===== src/rtl/piccolo_pkg.sv =====
// Piccolo cipher primitives shared by the iterative core: S-box, F function,
// round permutation, round constants and the key-size dependent round count.
package piccolo_pkg;

    localparam int unsigned WordBits = 16;
    // Blocks and keys are MSB-first: word 0 occupies the top 16 bits.
    localparam int unsigned Word0Msb = 63;
    localparam int unsigned Word1Msb = 47;
    localparam int unsigned Word2Msb = 31;
    localparam int unsigned Word3Msb = 15;

    typedef enum logic [1:0] {StIdle, StRun, StDone} state_e;

    // Round count for a key size; 0 flags an unsupported size.
    function automatic int unsigned nr_of(input int unsigned key_bits);
        return (key_bits == 80) ? 25 : (key_bits == 128) ? 31 : 0;
    endfunction

    function automatic logic [3:0] sbox(input logic [3:0] x);
        logic [3:0] s;
        s = '0;
        case (x)
            4'h0: s = 4'he;
            4'h1: s = 4'h4;
            4'h2: s = 4'hb;
            4'h3: s = 4'h2;
            4'h4: s = 4'h3;
            4'h5: s = 4'h8;
            4'h6: s = 4'h0;
            4'h7: s = 4'h9;
            4'h8: s = 4'h1;
            4'h9: s = 4'ha;
            4'ha: s = 4'h7;
            4'hb: s = 4'hf;
            4'hc: s = 4'h6;
            4'hd: s = 4'hc;
            4'he: s = 4'h5;
            4'hf: s = 4'hd;
            default: s = '0;
        endcase
        return s;
    endfunction

    function automatic logic [15:0] sbox_layer(input logic [15:0] x);
        return {sbox(x[15:12]), sbox(x[11:8]), sbox(x[7:4]), sbox(x[3:0])};
    endfunction

    // GF(2^4) with x^4 + x + 1: reduction of the carried-out x^4 term is 4'h3.
    function automatic logic [3:0] gf_mul2(input logic [3:0] x);
        return {x[2:0], 1'b0} ^ (x[3] ? 4'h3 : 4'h0);
    endfunction

    function automatic logic [3:0] gf_mul3(input logic [3:0] x);
        return gf_mul2(x) ^ x;
    endfunction

    // Matrix rows: (2 3 1 1) (1 2 3 1) (1 1 2 3) (3 1 1 2).
    function automatic logic [15:0] mix_column(input logic [15:0] x);
        logic [3:0] a, b, c, d;
        {a, b, c, d} = x;
        return {gf_mul2(a) ^ gf_mul3(b) ^ c ^ d,
                a ^ gf_mul2(b) ^ gf_mul3(c) ^ d,
                a ^ b ^ gf_mul2(c) ^ gf_mul3(d),
                gf_mul3(a) ^ b ^ c ^ gf_mul2(d)};
    endfunction

    function automatic logic [15:0] f_func(input logic [15:0] x);
        return sbox_layer(mix_column(sbox_layer(x)));
    endfunction

    // Byte map (x0..x7) -> (x2,x7,x4,x1,x6,x3,x0,x5), x0 = top byte.
    function automatic logic [63:0] rp(input logic [63:0] x);
        return {x[47:40], x[7:0], x[31:24], x[55:48], x[15:8], x[39:32], x[63:56], x[23:16]};
    endfunction

    function automatic logic [31:0] con80(input logic [4:0] r);
        logic [4:0] c;
        c = r + 5'd1;
        return {c, 5'd0, c, 2'd0, c, 5'd0, c} ^ 32'h0f1e_2d3c;
    endfunction

    function automatic logic [31:0] con128(input logic [4:0] r);
        logic [4:0] c;
        c = r + 5'd1;
        return {c, 5'd0, c, 2'd0, c, 5'd0, c} ^ 32'h6547_a98b;
    endfunction

    // One step of the 128-bit key word permutation: new[a] = old[perm(a)].
    function automatic logic [2:0] perm128(input logic [2:0] a);
        logic [2:0] p;
        p = '0;
        case (a)
            3'd0: p = 3'd2;
            3'd1: p = 3'd1;
            3'd2: p = 3'd6;
            3'd3: p = 3'd7;
            3'd4: p = 3'd0;
            3'd5: p = 3'd3;
            3'd6: p = 3'd4;
            3'd7: p = 3'd5;
            default: p = '0;
        endcase
        return p;
    endfunction

    // Original key word feeding rk[j]: the schedule permutes the key every
    // time (j+2) reaches a multiple of 8, so compose that many permutations.
    function automatic logic [2:0] key_idx128(input logic [5:0] j);
        logic [5:0] t;
        logic [2:0] a;
        t = j + 6'd2;
        a = t[2:0];
        for (int n = 0; n < 7; n++) begin
            if (n < int'(t[5:3])) a = perm128(a);
        end
        return a;
    endfunction

endpackage


===== src/rtl/piccolo_round.sv =====
// One combinational Piccolo round; can be bypassed so the unrolled chain can
// overshoot the round count.
module piccolo_round
    import piccolo_pkg::*;
(
    input  logic [63:0] state_i,
    input  logic [15:0] rk0_i,
    input  logic [15:0] rk1_i,
    input  logic        last_round_i,
    input  logic        bypass_i,
    output logic [63:0] state_o
);

    logic [15:0] w0, w1, w2, w3;
    logic [63:0] mixed;

    assign w0 = state_i[Word0Msb -: WordBits];
    assign w1 = state_i[Word1Msb -: WordBits];
    assign w2 = state_i[Word2Msb -: WordBits];
    assign w3 = state_i[Word3Msb -: WordBits];

    assign mixed   = {w0, w1 ^ f_func(w0) ^ rk0_i, w2, w3 ^ f_func(w2) ^ rk1_i};
    // The final round skips the permutation.
    assign state_o = bypass_i ? state_i : (last_round_i ? mixed : rp(mixed));

endmodule


===== src/rtl/piccolo_core_param.sv =====
// Iterative Piccolo-80/128 encryption core, UNROLL rounds per clock, with
// valid/ready on both sides and a runtime-loaded key.
module piccolo_core_param
    import piccolo_pkg::*;
#(
    parameter int unsigned KEY_BITS = 80,
    parameter int unsigned UNROLL   = 2
) (
    input  logic                clk_i,
    input  logic                reset_i,
    input  logic                in_valid_i,
    output logic                in_ready_o,
    input  logic [63:0]         plaintext_i,
    input  logic [KEY_BITS-1:0] key_in_i,
    output logic                out_valid_o,
    input  logic                out_ready_i,
    output logic [63:0]         ciphertext_o,
    output logic                busy_o
);

    localparam int unsigned NR = nr_of(KEY_BITS);
    localparam int unsigned NK = KEY_BITS / 16;

    if (NR == 0 || UNROLL < 1 || UNROLL > 4) begin : g_bad_cfg
        $error("piccolo_core_param: KEY_BITS must be 80/128 and UNROLL 1..4");
    end

    state_e              st_q, st_d;
    logic [4:0]          rnd_q, rnd_d;
    logic [KEY_BITS-1:0] key_q, key_d;
    logic [63:0]         blk_q, blk_d;
    logic [63:0]         ct_q, ct_d;

    logic [15:0] kq [NK];
    logic [15:0] wk0_in, wk1_in, wk2, wk3;
    logic [63:0] chain [UNROLL+1];
    logic        last_step;

    for (genvar i = 0; i < NK; i++) begin : g_kw
        assign kq[i] = key_q[KEY_BITS-1-16*i -: 16];
    end

    // Input whitening uses the key being accepted, not the stale register.
    assign wk0_in = {key_in_i[KEY_BITS-1 -: 8], key_in_i[KEY_BITS-25 -: 8]};
    assign wk1_in = {key_in_i[KEY_BITS-17 -: 8], key_in_i[KEY_BITS-9 -: 8]};

    if (KEY_BITS == 80) begin : g_wk80
        assign wk2 = {kq[4][15:8], kq[3][7:0]};
        assign wk3 = {kq[3][15:8], kq[4][7:0]};
    end else begin : g_wk128
        assign wk2 = {kq[4][15:8], kq[7][7:0]};
        assign wk3 = {kq[7][15:8], kq[4][7:0]};
    end

    assign chain[0] = blk_q;

    for (genvar u = 0; u < UNROLL; u++) begin : g_round
        logic [5:0]  r;
        logic [15:0] rk0, rk1;
        logic        last_round, bypass;

        assign r          = {1'b0, rnd_q} + 6'(u);
        assign last_round = (r == 6'(NR - 1));
        assign bypass     = (r >= 6'(NR));

        if (KEY_BITS == 80) begin : g_k80
            logic [31:0] con;
            logic [15:0] base0, base1;
            assign con = con80(r[4:0]);
            // Subkey pair cycles with period 5: (k2,k3) (k0,k1) (k2,k3) (k4,k4) (k0,k1).
            always_comb begin
                base0 = kq[2];
                base1 = kq[3];
                case (r % 6'd5)
                    6'd1, 6'd4: begin
                        base0 = kq[0];
                        base1 = kq[1];
                    end
                    6'd3: begin
                        base0 = kq[4];
                        base1 = kq[4];
                    end
                    default: ;
                endcase
            end
            assign rk0 = base0 ^ con[31:16];
            assign rk1 = base1 ^ con[15:0];
        end else begin : g_k128
            logic [31:0] con;
            logic [2:0]  idx0, idx1;
            assign con  = con128(r[4:0]);
            assign idx0 = key_idx128({r[4:0], 1'b0});
            assign idx1 = key_idx128({r[4:0], 1'b1});
            assign rk0  = kq[idx0] ^ con[31:16];
            assign rk1  = kq[idx1] ^ con[15:0];
        end

        piccolo_round u_round (
            .state_i     (chain[u]),
            .rk0_i       (rk0),
            .rk1_i       (rk1),
            .last_round_i(last_round),
            .bypass_i    (bypass),
            .state_o     (chain[u+1])
        );
    end

    assign last_step = (({1'b0, rnd_q} + 6'(UNROLL)) >= 6'(NR));

    // Next-state: accept and whiten in IDLE, iterate in RUN, hold in DONE.
    always_comb begin
        st_d  = st_q;
        rnd_d = rnd_q;
        key_d = key_q;
        blk_d = blk_q;
        ct_d  = ct_q;
        unique case (st_q)
            StIdle: begin
                if (in_valid_i) begin
                    key_d = key_in_i;
                    blk_d = {plaintext_i[63:48] ^ wk0_in, plaintext_i[47:32],
                             plaintext_i[31:16] ^ wk1_in, plaintext_i[15:0]};
                    rnd_d = '0;
                    st_d  = StRun;
                end
            end
            StRun: begin
                blk_d = chain[UNROLL];
                if (last_step) begin
                    ct_d  = {chain[UNROLL][63:48] ^ wk2, chain[UNROLL][47:32],
                             chain[UNROLL][31:16] ^ wk3, chain[UNROLL][15:0]};
                    rnd_d = '0;
                    st_d  = StDone;
                end else begin
                    rnd_d = rnd_q + 5'(UNROLL);
                end
            end
            StDone: begin
                if (out_ready_i) st_d = StIdle;
            end
            default: st_d = StIdle;
        endcase
    end

    // State registers with synchronous reset.
    always_ff @(posedge clk_i) begin
        if (reset_i) begin
            st_q  <= StIdle;
            rnd_q <= '0;
            key_q <= '0;
            blk_q <= '0;
            ct_q  <= '0;
        end else begin
            st_q  <= st_d;
            rnd_q <= rnd_d;
            key_q <= key_d;
            blk_q <= blk_d;
            ct_q  <= ct_d;
        end
    end

    assign in_ready_o   = (st_q == StIdle);
    assign busy_o       = (st_q == StRun);
    assign out_valid_o  = (st_q == StDone);
    assign ciphertext_o = ct_q;

endmodule


===== config.mk =====
export PLATFORM = sky130hd
export DESIGN_NAME = piccolo_core_param
export DESIGN_NICKNAME = d
export VERILOG_FILES = /design/src/rtl/piccolo_pkg.sv /design/src/rtl/piccolo_round.sv /design/src/rtl/piccolo_core_param.sv
export SDC_FILE = /design/constraint.sdc
export NUM_CORES = 1
export LEC_CHECK = 0
export CORE_ASPECT_RATIO = 2
export CORE_MARGIN = 5
export CORE_UTILIZATION = 35
export CTS_CLUSTER_DIAMETER = 60
export DETAILED_ROUTE_END_ITERATION = 6
export RECOVER_POWER = 25
export SETUP_SLACK_MARGIN = 0.5
export SLEW_MARGIN = 20
export SYNTH_ARGS = -nofsm -noshare
export SYNTH_HDL_FRONTEND = slang
export SYNTH_HIERARCHICAL = 1
export SYNTH_SLANG_ARGS = --single-unit

===== constraint.sdc =====
create_clock -name clk_i -period 7.8 [get_ports clk_i]
set_input_delay 2.34 -clock clk_i [delete_from_list [all_inputs] [get_ports clk_i]]
set_output_delay 2.34 -clock clk_i [all_outputs]
set_load 0.05 [all_outputs]

After elaboration in Yosys (flattened, before gate mapping)

Memories as Yosys holds them, arrays and structs flattened. A register that Yosys moved wholly into a read port is not among the register bits.
Cells that the tools add are included.

Divide/modulo/power cells: 2
Equal/unequal tests: 13
$add $sub $neg: 5
Mux-type cells: 49
Magnitude comparators: 3
Reductions and logical operators: 8
Bitwise operators: 98

Operator list:

| operator              | number |
|---|---|
| $mux W64              | 5 |
| $xor A4 B4 Y4         | 78 |
| $xor A16 B16 Y16      | 14 |
| $pmux W16 S2          | 4 |
| $pmux W64 S2          | 1 |
| $mux W4               | 16 |
| $mux W2               | 19 |
| $not A16 Y16          | 2 |
| $xor A16 B15 Y16      | 2 |
| $eq A6 B1 Y1 const B  | 2 |
| $eq A6 B2 Y1 const B  | 2 |
| $eq A6 B3 Y1 const B  | 2 |
| $ge A6 B5 Y1 const B  | 2 |
| $add A5 B1 Y5 const B | 2 |
| $mux W5               | 2 |
| $pmux W5 S2           | 1 |
| $xor A4 B2 Y4         | 2 |
| $add A5 B1 Y6 const B | 1 |
| $add A5 B2 Y6 const B | 1 |
| $eq A6 B5 Y1 const B  | 1 |
| $mod A5 B3 Y6 const B | 1 |
| $mod A6 B3 Y6 const B | 1 |
| $pmux W2 S3           | 1 |
| $reduce_and A2 Y1     | 3 |
| other kinds (11)      | 13 |

Input port bits: 148
Register bits after elaboration: 215
Memories kept: 32
Word-level logic and storage cells: 215
Bits in read-only memories: 2,048

Memories:

| memory           | words | bits a word | read ports | clocked after Yosys merged registers in | write ports | line              | text |
|---|---|---|---|---|---|---|---|
| (name not given) | 16    | 4           | 1          | 1                                       | 0           | piccolo_pkg.sv:22 | `case (x)` |
| (name not given) | 16    | 4           | 1          | 1                                       | 0           | piccolo_pkg.sv:22 |  |
| (name not given) | 16    | 4           | 1          | 1                                       | 0           | piccolo_pkg.sv:22 |  |
| (name not given) | 16    | 4           | 1          | 1                                       | 0           | piccolo_pkg.sv:22 |  |
| (name not given) | 16    | 4           | 1          | 0                                       | 0           | piccolo_pkg.sv:22 |  |
| (name not given) | 16    | 4           | 1          | 0                                       | 0           | piccolo_pkg.sv:22 |  |
| 26 more memories | n/a   | n/a         | n/a        | n/a                                     | n/a         | n/a               |  |

Logic depth before layout (Yosys ltp)

Gate-level depths: netlist of the first run.
An unclocked memory read counts as a cell.

Depth in word-level cells: 26
Depth in mapped cells: 43
Gate-level depth less buffers: 38

By module

Netlist of the first run, hierarchy kept.

Modules (own cells, without submodules):

| module                              | area each (um2) | cells an instance | times used |
|---|---|---|---|
| piccolo_core_param                  | 10,791.6        | 1,396             | 1 |
| piccolo_round at g_round[0].u_round | 5,172.5         | 621               | 1 |
| piccolo_round at g_round[1].u_round | 4,994.8         | 634               | 1 |

Least setup slack after synthesis of the first run

OpenSTA, ideal clock, no wires.

Path kind: register -> register
Start: register rnd_q[2]
End: register blk_q[52]
Slack: -0.853 ns
Cell stages (with the launch flop): 40
Path buffers: 5
Data required time: 7.672 ns
Arrival time: 8.525 ns
Cell sequence: dfxtp_1 -> clkbuf_1 -> inv_1 -> ha_1 -> inv_1 -> ha_1 -> clkbuf_1 -> or3_1 -> nand2_1 -> ha_1 -> o311ai_4 -> o22ai_1 -> ha_1 -> nor3_1 -> nor3b_1 -> or4_1 -> buf_2 -> o211a_1 -> [4 not listed] -> xnor2_2 -> xnor2_1 -> o21ai_0 -> inv_1 -> ha_1 -> mux4_2 -> xor2_1 -> xor2_1 -> xnor2_1 -> inv_1 -> ha_1 -> mux2i_1 -> mux2i_1 -> xor2_1 -> xnor2_1 -> o21ai_1 -> a221oi_1 -> nor2_1

RTL lines:

| item                   | line                      | text |
|---|---|---|
| start, declared        | piccolo_core_param.sv:29  | `logic [4:0] rnd_q, rnd_d;` |
| start signal, assigned | piccolo_core_param.sv:155 | `rnd_q <= rnd_d;` |
| end signal, assigned   | piccolo_core_param.sv:157 | `blk_q <= blk_d;` |
| end, declared          | piccolo_core_param.sv:31  | `logic [63:0] blk_q, blk_d;` |

==> results of run 1 <==
[synth_stat cells, drive strengths merged (16+ instances only)]
cell type	instances	share of area, %
inv	121	2.2
buf	52	1.4
o311ai	20	1.3
a21oi	205	4.9
nand3	19	0.45
clkbuf	131	2.4
o22ai	17	0.51
a221o	16	0.76
mux2	17	0.93
mux2i	75	3.6
xnor3	39	4.2
a211oi	67	2.5
nor3	29	0.74
dfxtp	214	20
nand2b	22	0.66
nor2	199	3.6
o21ai	125	3.0
nand2	497	8.9
ha	102	6.1
xnor2	364	17
xor2	71	3.1
o2111ai	18	0.75
mux4	16	1.7
a22oi	36	1.3
a221oi	41	1.8
[cell type report]
cell class | instances | area share (%)
clock buffer | 30 | 2.11
clock inverter | 13 | 0.464
inverter | 122 | 1.54
multi-input combinational | 2135 | 57.6
sequential | 214 | 14.1
tap | 774 | 3.18
timing repair buffer | 733 | 21.0
[logic make-up after synthesis]
family	count (synthesis)
and+or+nand+nor	829
AOI/OAI and AO/OA	613
xor gates and xnor gates	478
buffers and inverters	305
DFF	214
muxes	108
adders and majority gates	103
other	1
[metal layers]
layer	global-route usage, %	vias up	part of all wire [%]
met5	0	-	0.011
met4	34.8	2	14
met3	3.88	406	4.4
met2	59.3	869	50
met1	33.0	10800	32
li1	-	10200	-
[how the worst min path moves through the flow]
stage | cells after the start | endpoint | start | slack (ns)
detailed placement | 2 | ciphertext_o[0] | ciphertext_o[0] | 0.45
finish | 2 | ciphertext_o[0] | ciphertext_o[0] | 0.46
CTS | 2 | ciphertext_o[0] | ciphertext_o[0] | 0.46
floorplan | 1 | st_q[0] | st_q[1] | 0.44
global placement | 2 | ciphertext_o[42] | ciphertext_o[42] | 0.45
global route | 2 | key_q[46] | key_q[46] | 0.48
[flip-flops by register name (all words and copies together) (netlist names)]
register	cells
st_q	2
rnd_q	4
blk_q	64
ciphertext_o	64
key_q	80
[worst register-to-register path: cells and delay by family (launching register included)]
kind / cells / cell delay, ns
AOI/OAI and AO/OA: 11 / 2.18
xor gates and xnor gates: 9 / 1.86
buffers and inverters: 8 / 1.01
muxes: 3 / 0.89
adders and majority gates: 4 / 0.74
and+or+nand+nor: 5 / 0.65
DFF: 1 / 0.36
[per-stage QoR]
step / hold WS, ns / utilization (%) / setup TNS (ns) / instances / setup slack, ns
finish: 0.455 / 51.0 / -0.0978 / 4021 / -0.0412
global route: 0.485 / 51.0 / -4.17 / 4021 / -0.237
CTS: 0.456 / 49.0 / 0 / 3988 / 0.0850
detailed placement: 0.447 / 44.8 / -9.17 / 3874 / -0.542
global placement: 0.447 / 44.8 / -7.47 / 3874 / -0.565
floorplan: 0.440 / - / 0 / 2654 / 0.204
[placed cells by master, fill, tap and decap left out, types with 10 or more instances in the layout]
master,n
xnor2_4,28
o21ai_2,24
o2111ai_1,11
nor2_1,183
nand2b_1,18
a211oi_1,46
a221oi_1,19
xnor2_2,107
ha_1,92
nor2_2,10
a21oi_1,196
a221oi_2,20
xnor3_2,10
xnor2_1,229
a211oi_2,20
nor3_1,22
inv_1,97
a221o_1,16
buf_6,50
mux4_2,16
o311ai_4,12
clkbuf_16,25
a22oi_1,36
dfxtp_1,211
a21o_1,12
o21ai_1,28
mux2_2,12
inv_2,22
nand3_1,19
buf_4,458
o21ai_0,65
o22ai_1,16
xor2_1,57
nand2_1,493
mux2i_1,74
clkdlybuf4s50_1,212
xnor3_1,29
nand4_1,13
xor2_2,11
[repair_timing]
item                                    4_1_cts  5_1_grt
buffers inserted                             70       31
endpoints found under the hold margin         0        0
endpoints found under the setup margin       64       64
pin swaps                                    96       84
resized for setup                           211      148
cloned                                        1        1
==> flow_metrics.tcl, run 1 <==
set metrics [dict create \
    setup_slack_ns -0.0412 \
    synth_xor_area_share_pct 24.7 \
    chipWidth_um 183 \
    cts.sinks 214 \
    synth-compound-area-share_pct 20.1 \
    rsz0062_at_grt "true" \
    ioPinCount 215 \
    drive_above_1_share_pct 29.9 \
    path_max_fanout 7 \
    hold_buffers 0 \
    slew_headroom_pct 21.1 \
    dr.pass1.iters 6 \
    gr-total-overflow 0 \
    setup_viol 4 \
    rr_startpoint "rnd_q[3]" \
    antenna_found_initial 1 \
    synth.distinct_cells 89 \
    n_fill_cell 5858 \
    area_growth_syn_to_layout_pct 45.2 \
    worstSetupPathType "reg -> reg" \
    crit_cells 40 \
    slowest_stage "mux4_2" \
    multiInputGateArea_mm2 0.0175 \
    route.antenna.remaining_nets 0 \
    rows 127 \
    grt_max_degree 98 \
    ys_seq_area_share_pct 20.4 \
    run_status "complete, but fails checks" \
    reg2reg_to "blk_q[52]" \
    critPathRequiredTime_ns 8.23 \
    violations "setup timing" \
    grt_pass1_vias 22600 \
    netlist_area_mm2 0.0210 \
    synth_edf_count 0 \
    critPathTopFamily "compound AO/OA/AOI/OAI gates" \
    dpl_cell_area_mm2 0.0268 \
    synth_cells 2651 \
    yosys_warnings 6 \
    synth_simple_gate_area_share_pct 16.3 \
    grt_pass1_wl_mm 159 \
    drt_iter0_drc 1738 \
    finalNetCount 3480 \
    min_period_over_period_pct 101 \
    diodes 0 \
    numPortBuffers 214 \
    slowest_delay_ns 0.63 \
    arrival_ns 8.27 \
    start_util_pct 35.1 \
    synthAdderAreaFrac_pct 6.14 \
    setup.worst_path.start "rnd_q[3]" \
    dpl.hpwl_mm 93.0 \
    max_freq_ghz 0.128 \
    htreeDepth 1 \
    worstMarginPinSlew_ns 1.17 \
    drc 0 \
    end_kind "flip-flop" \
    synth_seq_cells 214 \
    chipHeight_um 356 \
    cts.clk_slew.worst_paths_ns 0.07 \
    hold_viol 0 \
    clock-skew-final_ns 0.0209 \
    rrSetupSlack_ns -0.04 \
    wirelength_mm 114 \
    yosys_most_used_dff "dfxtp_1" \
    gp_congestion 1.07 \
    wl_per_cell_um 28.4 \
    drv_slew 0 \
    final_area_mm2 0.0304 \
    endpoint "blk_q[52]" \
    crit_buf_inv 8 \
    syn_avg_cell_area_um2 7.91 \
    num_vias 22200 \
    die_area_mm2 0.0652 \
    clk_path_buf_depth 3 \
    setup.worst_path.start_class "flip-flop" \
    synth_top_family_by_area "XOR/XNOR gates" \
    core_area_mm2 0.0597 \
    muxShareOfSynthArea_pct 6.23 \
    synth_async_sr_flop_share_pct 0 \
    cap_violations 0 \
    vias_per_cell 5.53 \
    cts_tree "yes" \
    rr_worst_depth 40 \
    grtUsageTotal_pct 33.9 \
    cts_buffers 24 \
    root_buffer "clkbuf_16" \
    final-seq-area_mm2 0.00429 \
    insertion_delay_ns 0.58 \
    fin_crit_ns 7.84 \
    hp-class "reg -> reg" \
]
Power of run 1 is left out: the tool's default activity adds up to more than one toggle a clock period on the data nets, which glitch-free logic cannot reach.
==> run 2, diff against run 1 <==
--- a/config.mk
+++ b/config.mk
@@ -12,7 +12,7 @@
 export DETAILED_ROUTE_END_ITERATION = 6
 export RECOVER_POWER = 25
 export SETUP_SLACK_MARGIN = 0.5
-export SLEW_MARGIN = 20
+export SLEW_MARGIN = 0
 export SYNTH_ARGS = -nofsm -noshare
 export SYNTH_HDL_FRONTEND = slang
 export SYNTH_HIERARCHICAL = 1
==> constraint.sdc (replaced) <==
create_clock -name clk_i -period 7.7 [get_ports clk_i]
set_input_delay 2.31 -clock clk_i [delete_from_list [all_inputs] [get_ports clk_i]]
set_output_delay 2.31 -clock clk_i [all_outputs]
set_load 0.05 [all_outputs]
==> flow_metrics.tcl, run 2 (same netlist as run 1, synthesis figures left out) <==
set metrics [dict create \
    cts_buffers 25 \
    crit_buf_inv 11 \
    dpl.hpwl_mm 94.7 \
    run_status "complete, but fails checks" \
    cap_violations 1 \
    hold_viol 0 \
    setup.worst_path.start_class "flip-flop" \
    wirelength_mm 118 \
    max_freq_ghz 0.128 \
    cts.clk_slew.worst_paths_ns 0.07 \
    numPortBuffers 214 \
    grt_max_degree 161 \
    core_area_mm2 0.0597 \
    final_cell_mix "507 x buf_4, 492 x nand2_1, 225 x xnor2_1" \
    path_max_fanout 9 \
    drive_above_1_share_pct 32.1 \
    critPathRequiredTime_ns 8.14 \
    final_cells 4094 \
    cts_tree "yes" \
    gp_congestion 1.11 \
    drv_slew 114 \
    dr.pass1.iters 6 \
    arrival_ns 8.23 \
    insertion_delay_ns 0.59 \
    min_period_over_period_pct 101 \
    wl_met3_mm 5.39 \
    post-place-cells 3902 \
    antenna_found_initial 3 \
    drt_iter0_drc 1859 \
    slew_headroom_pct -79.6 \
    setup_viol 8 \
    start_util_pct 35.1 \
    grtUsageTotal_pct 34.9 \
    htreeDepth 1 \
    final_common_cell "buf_4" \
    n_fill_cell 5708 \
    gr-total-overflow 0 \
    ioPinCount 215 \
    m1WireLength_mm 37.8 \
    finalNetCount 3547 \
    area_growth_syn_to_layout_pct 49.5 \
    num_vias 22800 \
    route.antenna.remaining_nets 0 \
    wl_met2_mm 58.4 \
    wl_per_cell_um 28.9 \
    worstSetupPathType "reg -> reg" \
    rsz0062_at_grt "true" \
    cts.sinks 214 \
    end_kind "flip-flop" \
    root_buffer "clkbuf_16" \
    largest_reg_flops 80 \
    tns_ns -0.298 \
    holdWs_ns 0.456 \
    setup_slack_ns -0.0840 \
    hp-class "reg -> reg" \
    vias_per_cell 5.56 \
    violations "capacitance limit, slew limit, setup timing" \
    fin_crit_ns 7.78 \
    worstMarginPinSlew_ns 2.69 \
    grt_pass1_wl_mm 164 \
    slowest_stage "or4_4" \
    fin_util_pct 52.5 \
    slowest_delay_ns 0.51 \
    top_register "key_q" \
    chipHeight_um 356 \
    die_area_mm2 0.0652 \
    rows 127 \
    chipWidth_um 183 \
    grt_pass1_vias 23300 \
    clk_path_buf_depth 3 \
    top_layer_used "met4" \
    drc 0 \
    clock-skew-final_ns 0.0189 \
    critPathTopFamily "compound AO/OA/AOI/OAI gates" \
]
run 2: layer usage:
metal	global-route usage (%)	vias up
met4	36.5	0
met1	33.4	11000
li1	-	10300
met3	4.24	467
met5	0	-
met2	61.4	960
run 2: final timing paths:
check	start	to	slack, ns	cells past startpoint
setup / recovery	rnd_q[2]	blk_q[21]	-0.08	40
hold / removal	ciphertext_o[1]	ciphertext_o[1]	0.46	2
setup reg to reg	rnd_q[2]	blk_q[21]	-0.08	40
hold reg to reg	ciphertext_o[1]	ciphertext_o[1]	0.46	2
run 2: worst register-to-register path, delay by kind of cell (launching register included):
kind / cells / cell delay, ns
buffers and inverters: 11 / 1.50
AOI/OAI and AO/OA: 9 / 1.58
xor gates and xnor gates: 5 / 1.09
adders and majority gates: 6 / 0.95
DFF: 1 / 0.38
and+or+nand+nor: 7 / 1.48
muxes: 2 / 0.67
run 2: area by class of cell:
type | count | area, um2 | share of cell area [%]
timing repair buffer | 799 | 6980 | 22.3
tap | 774 | 968 | 3.09
sequential | 214 | 4290 | 13.7
antenna | 4 | 10.0 | 0.0319
clock inverter | 18 | 229 | 0.731
clock buffer | 28 | 667 | 2.13
inverter | 122 | 470 | 1.50
multi-input combinational | 2135 | 17700 | 56.6
run 2: stage by stage:
step	worst slack, ns	area [um2]
after floorplan	0.104	21300
after global placement	-0.291	27000
after CTS	0.0625	30100
after global routing	-0.338	31300
after detailed placement	-0.464	27000
final	-0.0840	31300
run 2: repair_timing:
action | 4_1_cts | 5_1_grt
setup endpoints to repair | 64 | 64
gates resized for setup | 248 | 149
gates cloned | 1 | 1
pin swaps | 124 | 80
buffers inserted | 90 | 50
hold buffers | 0 | 0
Power of run 2 is left out for the same reason.
==> run 3, diff against run 2 <==
--- a/config.mk
+++ b/config.mk
@@ -5,6 +5,7 @@
 export SDC_FILE = /design/constraint.sdc
 export NUM_CORES = 1
 export LEC_CHECK = 0
+export CAP_MARGIN = 20
 export CORE_ASPECT_RATIO = 2
 export CORE_MARGIN = 5
 export CORE_UTILIZATION = 35
==> flow_metrics.tcl, run 3 (same netlist as run 1, synthesis figures left out) <==
set metrics [dict create \
    cts_buffers 24 \
    drt_iter0_drc 1718 \
    cap_violations 0 \
    drc 0 \
    start_util_pct 35.1 \
    root_buffer "clkbuf_16" \
    chipWidth_um 183 \
    core_area_mm2 0.0597 \
    clock-skew-final_ns 0.0171 \
    area_growth_syn_to_layout_pct 47.0 \
    chipHeight_um 356 \
    vias_per_cell 5.61 \
    finalNetCount 3515 \
    critPathTopFamily "simple AND/OR/NAND/NOR gates" \
    hold_viol 0 \
    arrival_ns 8.25 \
    final_cell_mix "494 x buf_4, 493 x nand2_1, 234 x xnor2_1" \
    setup.worst_path.start_class "flip-flop" \
    gp_congestion 1.11 \
    min_period_over_period_pct 102 \
    hold_buffers 0 \
    grtUsageTotal_pct 34.8 \
    crit_top_cell "ha_4" \
    setup_slack_ns -0.118 \
    worstMarginPinSlew_ns 1.17 \
    max_freq_ghz 0.128 \
    antenna_found_initial 5 \
    drv_slew 0 \
    n_fill_cell 5778 \
    numPortBuffers 214 \
    cts.clk_slew.worst_paths_ns 0.07 \
    crit_buf_inv 9 \
    hp-class "reg -> reg" \
    drive_above_1_share_pct 30.4 \
    violations "setup timing" \
    run_status "complete, but fails checks" \
    route.antenna.remaining_nets 0 \
    worstSetupPathType "reg -> reg" \
    critPathRequiredTime_ns 8.14 \
    cts.sinks 214 \
    gr-total-overflow 0 \
    dr.pass1.iters 6 \
    fin_crit_ns 7.82 \
    slowest_delay_ns 0.59 \
    grt_pass1_wl_mm 163 \
    slew_headroom_pct 22.1 \
    end_kind "flip-flop" \
    post-place-cells 3903 \
    ioPinCount 215 \
    wl_per_cell_um 29.0 \
    rows 127 \
    die_area_mm2 0.0652 \
    grt_max_degree 161 \
    final_cells 4062 \
    clk_path_buf_depth 3 \
    largest_reg_flops 80 \
    wirelength_mm 118 \
    final_common_cell "buf_4" \
    htreeDepth 1 \
    slowest_stage "mux4_2" \
    path_max_fanout 5 \
    grt_pass1_vias 23000 \
    setup_viol 14 \
    dpl.hpwl_mm 94.9 \
    insertion_delay_ns 0.59 \
    rsz0062_at_grt "true" \
    cts_tree "yes" \
    top_register "key_q" \
    tns_ns -0.823 \
    num_vias 22800 \
]
## run 3: cell count changes in the layout (fill, tap and decap cells not counted), sizes merged, moves of 2 or more
| cell | change |
|---|---|
| bufinv | +2 |
| clkinv | -2 |
| buf | -29 |
| inv | -2 |
## run 3: repair_timing
action | 4_1_cts | 5_1_grt
resized for setup | 176 | 170
setup buffers | 61 | 47
setup endpoints to repair | 64 | 64
cloned | 1 | 1
pin swaps | 54 | 109
## run 3: worst paths after layout
kind         cells past startpoint                to        startpoint  slack (ns)
max                             37         blk_q[16]          rnd_q[2]       -0.12
min                              2  ciphertext_o[34]  ciphertext_o[34]        0.45
max reg2reg                     37         blk_q[16]          rnd_q[2]       -0.12
min reg2reg                      2  ciphertext_o[34]  ciphertext_o[34]        0.45
## run 3: metrics by stage
step                hold WS, ns  cell area [um2]  setup slack (ns)  util [%]
floorplan                 0.440            21300             0.104         -
global placement          0.448            27000            -0.291      45.2
detailed placement        0.448            27000            -0.445      45.3
CTS                       0.457            29400            0.0339      49.3
global route              0.477            30800            -0.383      51.5
finish                    0.455            30800            -0.118      51.6
## run 3: routing by layer
layer | up-vias | routed length [um] | global-route usage, %
li1 | 10300 | - | -
met1 | 10900 | 36900 | 33.5
met2 | 1046 | 57900 | 61.3
met3 | 509 | 5920 | 4.33
met4 | 0 | 17000 | 35.6
met5 | - | 0 | 0
## run 3: worst reg2reg max path: cells and delay by family, from the launching register on
kind / cells / cell delay (ns)
buffers and inverters: 9 / 1.13
multiplexers: 2 / 0.90
AND/OR/NAND/NOR: 8 / 1.59
XOR/XNOR: 6 / 1.28
flip-flops: 1 / 0.38
AO/OA/AOI/OAI: 7 / 1.45
adder cells (fa/ha/maj): 5 / 0.96
## run 3: cell type report
class                           instances  area [um2]  area share (%)
Timing Repair Buffer                  768        6690            21.7
Clock inverter                         15         233           0.755
Antenna cell                            5        12.5          0.0406
Inverter                              122         473            1.54
Clock buffer                           29         651            2.11
Tap cell                              774         968            3.14
Multi-Input combinational cell       2135       17500            56.8
Sequential cell                       214        4290            13.9
Power of run 3 is left out for the same reason.
